[src/rtl/ram_sp_param.sv]
// Parametrised single-port synchronous RAM with registered read (latency 1 or 2),
// read-valid pulse and a zero-fill clear engine run after reset or on request.
module ram_sp_param #(
  parameter int unsigned DATA_W         = 8,
  parameter int unsigned ADDR_W         = 4,
  parameter int unsigned READ_LAT       = 1,
  parameter bit          CLEAR_ON_RESET = 1'b1
) (
  input  logic              clk,
  input  logic              rst_n,
  input  logic              cs,
  input  logic              we,
  input  logic              re,
  input  logic [ADDR_W-1:0] addr,
  input  logic [DATA_W-1:0] i_data,
  input  logic              clr_start,
  output logic [DATA_W-1:0] o_data,
  output logic              o_valid,
  output logic              busy
);

  localparam int unsigned DEPTH = 1 << ADDR_W;

  typedef enum logic {
    IDLE,
    CLEAR
  } state_t;

  state_t state, state_nxt;

  logic [DATA_W-1:0] mem [DEPTH];
  logic [ADDR_W-1:0] clr_addr;
  logic              wr_en;
  logic [ADDR_W-1:0] wr_addr;
  logic [DATA_W-1:0] wr_data;
  logic              rd_issue;

  assign busy = (state == CLEAR);

  always_ff @(posedge clk or negedge rst_n) begin
    if (!rst_n) begin
      if (CLEAR_ON_RESET) state <= CLEAR;
      else                state <= IDLE;
    end else begin
      state <= state_nxt;
    end
  end

  // The clear engine shares the single write port; in CLEAR it owns it outright.
  always_comb begin
    state_nxt = state;
    wr_en     = 1'b0;
    wr_addr   = addr;
    wr_data   = i_data;
    rd_issue  = 1'b0;
    case (state)
      IDLE: begin
        wr_en    = cs && we;
        rd_issue = cs && re && !we;
        if (clr_start) state_nxt = CLEAR;
      end
      CLEAR: begin
        wr_en   = 1'b1;
        wr_addr = clr_addr;
        wr_data = '0;
        if (clr_addr == '1) state_nxt = IDLE;
      end
      default: state_nxt = IDLE;
    endcase
  end

  always_ff @(posedge clk or negedge rst_n) begin
    if (!rst_n) begin
      clr_addr <= '0;
    end else if (state == CLEAR) begin
      if (clr_addr == '1) clr_addr <= '0;
      else                clr_addr <= clr_addr + ADDR_W'(1);
    end
  end

  always_ff @(posedge clk) begin
    if (wr_en) mem[wr_addr] <= wr_data;
  end

  generate
    if (READ_LAT == 1) begin : g_lat1
      always_ff @(posedge clk or negedge rst_n) begin
        if (!rst_n) begin
          o_data  <= '0;
          o_valid <= 1'b0;
        end else begin
          o_valid <= rd_issue;
          if (rd_issue) o_data <= mem[addr];
        end
      end
    end else if (READ_LAT == 2) begin : g_lat2
      logic [DATA_W-1:0] stg_data;
      logic              stg_valid;

      // Second stage runs regardless of FSM state so reads issued before a clear still finish.
      always_ff @(posedge clk or negedge rst_n) begin
        if (!rst_n) begin
          stg_data  <= '0;
          stg_valid <= 1'b0;
          o_data    <= '0;
          o_valid   <= 1'b0;
        end else begin
          stg_valid <= rd_issue;
          if (rd_issue) stg_data <= mem[addr];
          o_valid <= stg_valid;
          if (stg_valid) o_data <= stg_data;
        end
      end
    end else begin : g_bad_lat
      $error("ram_sp_param: READ_LAT must be 1 or 2");
    end
  endgenerate

endmodule

[config.mk]
export PLATFORM = sky130hd
export DESIGN_NAME = ram_sp_param
export DESIGN_NICKNAME = d
export VERILOG_FILES = /design/src/rtl/ram_sp_param.sv
export SDC_FILE = /design/constraint.sdc
export NUM_CORES = 1
export LEC_CHECK = 0
export CAP_MARGIN = 20
export CELL_PAD_IN_SITES_DETAIL_PLACEMENT = 1
export CELL_PAD_IN_SITES_GLOBAL_PLACEMENT = 1
export CORE_MARGIN = 1.5
export CORE_UTILIZATION = 40
export CTS_CLUSTER_DIAMETER = 150
export DETAILED_ROUTE_END_ITERATION = 10
export PLACE_DENSITY_LB_ADDON = 0.3
export SYNTH_ARGS = -nofsm -noshare
export SYNTH_HDL_FRONTEND = slang
export SYNTH_SLANG_ARGS = --single-unit
[constraint.sdc]
create_clock -name clk -period 2.7 [get_ports clk]
set_input_delay 0.54 -clock clk [delete_from_list [all_inputs] [get_ports clk]]
set_output_delay 0.54 -clock clk [all_outputs]
set_load 0.005 [all_outputs]
## Yosys cells after proc, flatten, opt, wreduce, memory -nomap -nowiden

Memory sizes are Yosys's and may differ from the RTL's. A register that Yosys moved wholly into a read port is not among the register bits.
Index checks and enable logic that the tools add are counted.

| word-level totals | value |
|---|---|
| bits in writable memories | 128 |
| register bits | 6 |
| memories | 1 |
| bits in read-only memories | 0 |
| bits in latches | 0 |

Memories:

| memory | words | width | rd ports | clocked after memory_dff | write ports | line | text |
|---|---|---|---|---|---|---|---|
| mem | 16 | 8 | 1 | 1 | 1 | 31 | `logic [DATA_W-1:0] mem [DEPTH];` |

| cells by class | value |
|---|---|
| order comparisons | 0 |
| reductions and logical operators | 5 |
| mux-type cells | 10 |
| div/mod/pow operators | 0 |
| add/subtract/negate cells | 1 |
| bitwise logic cells | 1 |
| shift-type cells | 0 |
| eq/ne operators | 1 |
| $mul | 0 |

Operators with widths:

| operator | count |
|---|---|
| two-way mux 4 bit | 2 |
| two-way mux 8 bit | 1 |
| two-way mux 1 bit | 5 |
| adder 4 x 1 -> 4 bit (second input constant) | 1 |
| == test 4 bit (second input constant) | 1 |
| case mux 1 bit (2 select lines) | 2 |
| logical AND 1 bit | 3 |
| logical NOT 1 bit | 2 |
| inverter 1 bit | 1 |

## Longest topological paths before layout

Gate-level depths: netlist (run 1).

| logic depth | value |
|---|---|
| depth after elaboration | 4 |
| depth in mapped cells | 6 |

## Least setup slack after synthesis (run 1)

OpenSTA, ideal clock, no wires.

| path | value |
|---|---|
| kind | input port to flip-flop |
| from | input addr[2] |
| to | memory mem[12][0] (enable) |
| cell stages on the path | 6 |
| setup time | 370 ps |
| setup slack | 438 ps |
| data arrival time | 1891 ps |
| path buffers | 2 |
| path through | buf_2 buf_2 clkinv_1 o21ai_0 nand2_1 nor2_1 |

| on the way | value |
|---|---|
| longest elaborated chain between the ends | 1 |

RTL lines:

| element | line | text |
|---|---|---|
| start: declaration | 14 | `input logic [ADDR_W-1:0] addr,` |
| two-way mux 4 bit | 56 | `case (state)` |
| end: declaration | 31 |  |

Every way passes these cells.

## Worst setup path after layout (run 1)

| path | value |
|---|---|
| from | input we |
| to | memory mem[13][3] (enable) |

| on the way | value |
|---|---|
| longest elaborated chain between the ends | 4 |

RTL lines:

| element | line | text |
|---|---|---|
| start: declaration | 12 | `input logic we,` |
| logical AND 1 bit | 58 | `wr_en = cs && we;` |
| case mux 1 bit (2 select lines) | 56 |  |
| two-way mux 1 bit | 82 | `if (wr_en) mem[wr_addr] <= wr_data;` |
| two-way mux 1 bit (implied by the code) | 82 |  |

Every way passes these cells.

==> results by group, run 1 <==
Detailed routing
  • WL final: 12200 µm
  • Mean routed wirelength per cell: 21.7 µm
  • First-pass DRT Iterations: 6
  • DR vias/cell: 5.23
  • Final ANT Viol Nets: 0
  • DRT iter0 DRCs: 285
  • # DRC: 0
  • Vias: 2943

Power and ir drop
  • Pwr dens: 986 nW/µm²
  • P_leak: 2.44 nW
  • Max VDD drop: 557 µV

Clocking
  • Clock slew at reported path FFs: 60 ps
  • Clk buf depth: 2
  • Clock Sinks: 142
  • TritonCTS Buffers: 17
  • CTS resizes: 0
  • CTS Hold Bufs: 0
  • Htree depth: 4
  • Postcts setup bufs: 0
  • CTS tree: yes
  • Clock root buffer: clkbuf_16
  • Worst-Skew Late Latency: 420 ps

Yosys
  • Post-synth EDFFs: 128
  • Mapped Avg Cell Area: 18.5 µm²
  • Syn Nets: 323
  • Yosys warning count: 0
  • Register bit total from synthesis: 142
  • Cell count after synthesis: 304
  • Netlist Area Pre-Place: 5630 µm²
  • Yosys cell types: 33
  • Top_reg_cell synth: edfxtp_1
  • Post-synthesis async set-or-reset flop share: 0.0986
  • Seq/Total Area, Yosys: 0.745

Floorplan
  • Core Region: 13800 µm²
  • Die area: 14800 µm²
  • I/O Pins: 28
  • Die height: 122 µm
  • Die Width: 122 µm
  • Row count: 43
  • Initial core utilization: 0.407

Place
  • DP Area: 6320 µm²
  • IO buf count: 27
  • Hpwl dp: 8110 µm
  • Gpl congestion: 0.770
  • Placement Setup Slack: 49.8 ps

Timing
  • Max-slew violations: 0
  • Unrepaired setup endpoints after global routing: false
  • Final setup vio count: 0
  • Post-layout minimum cycle time: 2200 ps
  • Final WS setup: 503 ps
  • Fin Setup TNS: 0 ps
  • Final hold vios: 0
  • Period Utilization, post-route: 0.814
  • Clock Skews: 7.75 ps
  • Worst slew pin tran: 1010 ps
  • Max-slew headroom: 0.323
  • Max Clk Rate: 0.455 GHz

Worst setup path
  • Arrival @ worst endpoint: 2250 ps
  • R2R cell count: 3
  • R2r setup slk: 590 ps
  • Setup crit end kind: register
  • CP max FO: 8
  • Reg2reg start: busy
  • CP Class: primary input to register
  • Crit path launch type: primary input
  • CP required: 2750 ps
  • R2r endpoint: mem[5][1]

Final layout
  • Share of cells above drive strength 1: 0.258
  • Area of the multi-input gates: 1340 µm²
  • Core Util, Final: 0.498
  • ANT cells: 0
  • Cell area after layout: 6890 µm²
  • Nets@finish: 390
  • Filler instances: 1281
  • Area grow syn2layout: 22.3%
  • Register area: 4200 µm²

Global routing
  • GR Util met1: 0.248
  • GRT Total Usage: 0.185
  • Global-route wire length before repair: 19100 µm
  • Vias in the first global route: 3211
  • Pin count of the biggest net entering global routing: 29
  • Initial antenna violation count: 0
  • Grt peak-use layer: met2
  • Met2 Usage GRT: 0.295
  • Gr ovfl total: 0
  • Met3 GRT Util: 0.0487

Flow run
  • Max-cap violations: 0

Min path
  • Worst Hold Endpoint: o_data[7]
  • HP Class: register to register
  • Hold path cells: 1
  • Min-delay src: o_data[7]

Run status
  • Status: finished, final reports clean
## worst max-delay path by stage
stage | end | from | cells past startpoint
5_1_grt | mem[13][4] | we | 5
3_3_place_gp | mem[13][5] | we | 5
4_1_cts | mem[13][0] | we | 5
2_1_floorplan | mem[12][0] | addr[2] | 6
6_report | mem[13][3] | we | 5
3_5_place_dp | mem[13][7] | we | 5
## cells by family after synthesis
| group | synth area share |
|---|---|
| compound gates | 0.0331 |
| buf+inv | 0.0173 |
| simple gates | 0.0573 |
| flops | 0.745 |
| mux | 0.144 |
| fa+ha+maj | 0.00222 |
| xor+xnor | 0.00156 |
## report_power, final
part / internal, mW / leakage [nW] / switching (mW)
clock network: 1.34 / 0.272 / 0.840
registers: 3.03 / 1.38 / 0.182
logic: 0.622 / 0.791 / 0.786
## critical path, stage by stage
cell	delay [ps]
clkdlybuf4s50_1	490
nand3_1	90
o21ai_0	400
nand2_1	130
nor2_1	590
## cell type report
class / count / share of cell area
Timing Repair Buffer: 62 / 0.0813
Multi-Input combinational cell: 144 / 0.194
Clock buffer: 19 / 0.0628
Tap cell: 180 / 0.0327
Clock inverter: 12 / 0.0178
Inverter: 4 / 0.00218
Sequential cell: 142 / 0.609
## placed cells by master, fill, tap and decap left out, types with 2 or more instances in the layout
cell and instances:
edfxtp_1 128, buf_4 31, mux4_2 30, nor2_1 29, nand2_1 28, clkdlybuf4s50_1 26
clkbuf_16 17, dfrtp_1 13, mux2i_1 10, nor2b_1 8, a221o_1 8, o21ai_0 6
clkinv_2 6, nand2b_1 4, a31oi_1 3, inv_1 3, a21oi_1 3, mux2_2 3
clkinv_4 2, clkinvlp_4 2, bufinv_16 2, clkbuf_1 2, buf_6 2, buf_12 2
## stage by stage
step / total power, mW / instances / hold slack [ps]
finish: 6.80 / 563 / 509
global route: 7.10 / 563 / 553
CTS: 6.85 / 561 / 515
detailed placement: 4.66 / 530 / 502
global placement: 4.60 / 529 / 500
floorplan: 3.94 / 304 / 244
## Yosys cell counts, types with 2 or more instances
cell,instances,area (µm²)
o21ai_0,6,30.0
edfxtp_1,128,3840
nor2b_1,8,50.1
a221o_1,8,80.1
nand2_1,28,105
mux2_2,3,33.8
nor2_1,29,109
nand2b_1,4,25.0
buf_1,2,7.51
inv_1,3,11.3
a31oi_1,3,18.8
a21oi_1,3,15.0
buf_6,3,33.8
dfrtp_1,13,325
mux4_2,30,676
clkbuf_1,5,18.8
mux2i_1,10,100
buf_2,3,15.0
## flip-flops by register name, indices dropped and copies added (netlist names)
name	count
mem	128
o_data	8
clr_addr	4
busy	1
o_valid	1
## metal layers
metal | up-vias | part of all wire
met2 | 75 | 0.47
met3 | 8 | 0.047
met5 | - | 0
met4 | 0 | 0.012
met1 | 1524 | 0.47
li1 | 1336 | -
Note: power is estimated with default switching activity, not from simulation.
==> run 2: changes to the inputs <==
==> constraint.sdc (replaced) <==
create_clock -name clk -period 2 [get_ports clk]
set_input_delay 0.4 -clock clk [delete_from_list [all_inputs] [get_ports clk]]
set_output_delay 0.4 -clock clk [all_outputs]
set_load 0.005 [all_outputs]
==> results by group, run 2 (synthesized netlist as in run 1, its figures left out) <==
Flow run
  • Max-cap violations: 0

Power and ir drop
  • Total chip power: 9.83 mW
  • Reg power frac: 0.442
  • P_sw: 2.60 mW
  • Pwr dens: 1370 nW/µm²
  • P_int: 7.23 mW
  • P_leak: 2.56 nW
  • Max VDD drop: 623 µV
  • Switch share: 0.264
  • Clock power frac: 0.353
  • Combinational share of power: 0.205

Final layout
  • Non-Filler Instances: 578
  • Max reg flops: 128
  • Nets@finish: 404
  • Most frequent cells in the layout: 128 x edfxtp_1, 43 x buf_4, 30 x mux4_2, 28 x nand2_1, 26 x nor2_1
  • Area grow syn2layout: 27.1%
  • Largest regs: mem (128), o_data (8), clr_addr (4)
  • Commonest non-fill, non-tap cell in the layout: edfxtp_1
  • Top reg by flops: mem
  • Share of cells above drive strength 1: 0.302
  • ANT cells: 0

Floorplan
  • Initial core utilization: 0.407
  • Die area: 14800 µm²
  • Row count: 43
  • Die Width: 122 µm
  • Die height: 122 µm
  • Core Region: 13800 µm²
  • I/O Pins: 28

Timing
  • Final hold vios: 0
  • Final setup vio count: 0
  • Max-slew headroom: 0.263
  • Clock Skews: 6.40 ps
  • Post-layout minimum cycle time: 1920 ps
  • Hold_ws: 370 ps
  • Worst slew pin tran: 1100 ps
  • Unrepaired setup endpoints after global routing: false
  • Max-slew violations: 0
  • Fin Setup TNS: 0 ps
  • Final WS setup: 78.2 ps
  • Period Utilization, post-route: 0.961
  • Max Clk Rate: 0.520 GHz

Detailed routing
  • Vias: 3070
  • DRT iter0 DRCs: 218
  • Final ANT Viol Nets: 0
  • # DRC: 0
  • WL final: 13000 µm
  • Mean routed wirelength per cell: 22.5 µm
  • First-pass DRT Iterations: 4
  • DR vias/cell: 5.31

Clocking
  • Clock slew at reported path FFs: 60 ps
  • Htree depth: 4
  • CTS Hold Bufs: 0
  • TritonCTS Buffers: 17
  • Clk buf depth: 2
  • Clock root buffer: clkbuf_16
  • Clock Sinks: 142
  • Worst-Skew Late Latency: 420 ps
  • CTS tree: yes

Global routing
  • Vias in the first global route: 3261
  • Pin count of the biggest net entering global routing: 17
  • GRT Total Usage: 0.192
  • Global-route wire length before repair: 19700 µm
  • Gr ovfl total: 0
  • Initial antenna violation count: 0

Worst setup path
  • Reg2reg start: busy
  • CP Class: register to register
  • CP required: 2060 ps
  • CP max FO: 16
  • Slowest CP cell: nor2b_1
  • R2r setup slk: 80 ps
  • R2R cell count: 2
  • Arrival @ worst endpoint: 1980 ps
  • R2r endpoint: mem[11][1]
  • Crit-path cells: buf_4 > nor2b_1
  • Slowest Stage Delay on Critical Path: 840 ps
  • Worst setup startpoint: busy
  • Crit path launch type: register
  • Setup crit end kind: register

Place
  • Placed instance count: 544
  • Placement Setup Slack: -256 ps
  • Gpl congestion: 0.746
  • Hpwl dp: 8570 µm
  • IO buf count: 27

Run status
  • Status: finished, final reports clean

Min path
  • HP Class: primary input to asynchronous set/reset pin
[run 2: cell count changes in the layout (fill, tap and decap cells not counted), sizes merged]
cell	before	now
dlygate4sd2	0	1
clkdlybuf4s50	26	25
clkinvlp	2	1
inv	3	4
buf	36	50
clkbuf	19	20
bufinv	2	5
clkinv	9	6
[run 2: worst max-delay path: cells and delay by family, from the launching register on]
| kind | cells | cell delay (ps) |
|---|---|---|
| AND/OR/NAND/NOR | 1 | 840 |
| flip-flops | 1 | 530 |
| buffers and inverters | 1 | 180 |
[run 2: area by class of cell]
cell class | instances | area, µm²
multi-input combinational | 144 | 1360
inverter | 4 | 15.0
tap | 180 | 225
clock inverter | 12 | 210
sequential | 142 | 4200
clock buffer | 20 | 447
timing repair buffer | 76 | 707
fill | 1283 | 6670
[run 2: layer usage]
| metal | share of wire | GRT usage | vias up | wire (µm) |
|---|---|---|---|---|
| met4 | 0.021 | 0.0735 | 0 | 276 |
| li1 | - | - | 1371 | - |
| met1 | 0.45 | 0.254 | 1608 | 5910 |
| met2 | 0.49 | 0.308 | 75 | 6320 |
| met3 | 0.040 | 0.0463 | 16 | 522 |
| met5 | 0 | 0 | - | 0 |
[run 2: worst max path at each step]
stage | slack (ps) | to | depth (start not counted)
CTS | 20 | mem[14][2] | 2
detailed placement | -260 | mem[12][6] | 2
global route | 50 | mem[8][3] | 2
finish | 80 | mem[11][1] | 2
global placement | -190 | o_data[3] | 5
floorplan | -120 | mem[12][0] | 6
[run 2: power groups by stage]
stage          Combinational [mW]  Clock (mW)  Sequential (mW)
2_1_floorplan                1.04           0             4.29
3_5_place_dp                 1.97           0             4.42
4_1_cts                      2.04        3.53             4.35
5_1_grt                      2.18        3.63             4.42
6_report                     2.02        3.47             4.35
3_3_place_gp                 1.91           0             4.36
[run 2: stage by stage]
stage	utilization	instance area [µm²]
after floorplan	-	5640
after detailed placement	0.468	6480
after global routing	0.518	7160
after global placement	0.468	6480
final	0.518	7160
after CTS	0.517	7150
[run 2: timing repair]
item,in CTS,in global routing
gates resized for setup,5,0
setup endpoints to repair,41,0
setup buffers,1,0
==> run 3: changes to the inputs <==
--- a/config.mk
+++ b/config.mk
@@ -9,8 +9,8 @@
 export CELL_PAD_IN_SITES_DETAIL_PLACEMENT = 1
 export CELL_PAD_IN_SITES_GLOBAL_PLACEMENT = 1
 export CORE_MARGIN = 1.5
-export CORE_UTILIZATION = 40
-export CTS_CLUSTER_DIAMETER = 150
+export CORE_UTILIZATION = 35
+export CTS_CLUSTER_DIAMETER = 120
 export DETAILED_ROUTE_END_ITERATION = 10
 export PLACE_DENSITY_LB_ADDON = 0.3
 export SYNTH_ARGS = -nofsm -noshare
==> results by group, run 3 (synthesized netlist as in run 1, its figures left out) <==
Final layout
  • Most frequent cells in the layout: 128 x edfxtp_1, 41 x buf_4, 30 x mux4_2, 28 x nand2_1, 25 x clkdlybuf4s50_1
  • Largest regs: mem (128), o_data (8), clr_addr (4)
  • Max reg flops: 128
  • Share of cells above drive strength 1: 0.321
  • Commonest non-fill, non-tap cell in the layout: edfxtp_1
  • ANT cells: 0
  • Nets@finish: 408
  • Top reg by flops: mem
  • Filler instances: 1536
  • Area grow syn2layout: 28.1%

Global routing
  • Gr ovfl total: 0
  • Global-route wire length before repair: 20900 µm
  • GRT Total Usage: 0.178
  • Initial antenna violation count: 0
  • Pin count of the biggest net entering global routing: 26
  • Vias in the first global route: 3240

Detailed routing
  • DR vias/cell: 5.06
  • First-pass DRT Iterations: 4
  • # DRC: 0
  • Mean routed wirelength per cell: 22.3 µm
  • WL final: 13800 µm
  • Final ANT Viol Nets: 0
  • DRT iter0 DRCs: 238
  • Vias: 3126

Timing
  • Final setup vio count: 0
  • Unrepaired setup endpoints after global routing: true
  • Period Utilization, post-route: 0.973
  • Hold_ws: 261 ps
  • Max-slew violations: 0
  • Max Clk Rate: 0.514 GHz
  • Worst slew pin tran: 739 ps
  • Max-slew headroom: 0.505
  • Final hold vios: 0
  • Post-layout minimum cycle time: 1950 ps
  • Clock Skews: 6.41 ps
  • Final WS setup: 54.1 ps

Worst setup path
  • Slowest CP cell: dfstp_2
  • CP required: 2120 ps
  • Reg2reg start: busy
  • Crit-path cells: buf_4 > buf_8 > nand2b_1 > o32a_1 > nor2_1 > buf_4
  • Setup crit end kind: register
  • CP top delay family: flip-flops
  • R2R cell count: 6
  • Worst Path Buf+Inv: 3
  • Worst setup startpoint: busy
  • Slowest Stage Delay on Critical Path: 600 ps
  • CP max FO: 17
  • Most frequent CP cell: buf_4
  • CP Class: register to register
  • R2r setup slk: 50 ps
  • Crit path launch type: register
  • Arrival @ worst endpoint: 2070 ps
  • R2r endpoint: mem[0][6]

Floorplan
  • Initial core utilization: 0.356
  • Die area: 16900 µm²
  • I/O Pins: 28
  • Core Region: 15800 µm²
  • Row count: 46
  • Die Width: 130 µm
  • Die height: 130 µm

Power and ir drop
  • Max VDD drop: 696 µV
  • Pwr dens: 1350 nW/µm²
  • P_leak: 2.56 nW

Clocking
  • TritonCTS Buffers: 17
  • Clock slew at reported path FFs: 60 ps
  • Clock Sinks: 142
  • Htree depth: 4
  • Worst-Skew Late Latency: 420 ps
  • CTS tree: yes
  • Clk buf depth: 2
  • Clock root buffer: clkbuf_16

Place
  • Placement Setup Slack: -428 ps
  • IO buf count: 27
  • Hpwl dp: 9240 µm
  • Gpl congestion: 0.790

Flow run
  • Max-cap violations: 0

Run status
  • Status: finished, final reports clean

Min path
  • HP Class: primary input to asynchronous set/reset pin
==> run 3: cell type report <==
type	count	area (µm²)	share of cell area
clock buffers	17	425	0.0590
clock inverters	15	185	0.0257
inverters	4	15.0	0.00208
multi-input cells	144	1360	0.189
flip-flops and latches	142	4200	0.581
well taps	216	270	0.0375
repair buffers	80	763	0.106
==> run 3: power breakdown <==
group	total, mW	switching (mW)	internal [mW]
Combinational	2.18	1.19	0.991
Clock	3.25	1.27	1.98
Sequential	4.35	0.264	4.08
==> run 3: worst max-delay path by stage <==
stage,endpoint,depth (start not counted)
after CTS,o_data[5],6
after global routing,mem[12][1],6
after detailed placement,o_data[5],6
after global placement,o_data[5],6
final,mem[0][6],6
after floorplan,mem[12][0],6
==> run 3: metal layers <==
layer  wire (µm)  track usage  part of all wire  up-vias
li1            -            -                 -     1378
met1        6370        0.248              0.46     1656
met2        6550        0.271              0.47       73
met3         622       0.0426             0.045       19
met4         266       0.0712             0.019        0
met5           0            0                 0        -
==> run 3: per-stage QoR <==
stage / instances / total power [mW] / cell area [µm²] / utilization / setup TNS, ps
global route: 618 / 10.2 / 7220 / 0.456 / -114
finish: 618 / 9.78 / 7220 / 0.456 / 0
global placement: 583 / 6.42 / 6540 / 0.413 / -38180
CTS: 617 / 9.83 / 7180 / 0.454 / 0
detailed placement: 585 / 6.51 / 6560 / 0.415 / -39210
floorplan: 304 / 5.34 / 5640 / - / -7940
==> run 3: repair_timing <==
action	CTS	global route
hold buffers	0	0
cloned	0	0
setup endpoints to repair	33	67
resized for setup	5	8
setup buffers	0	0
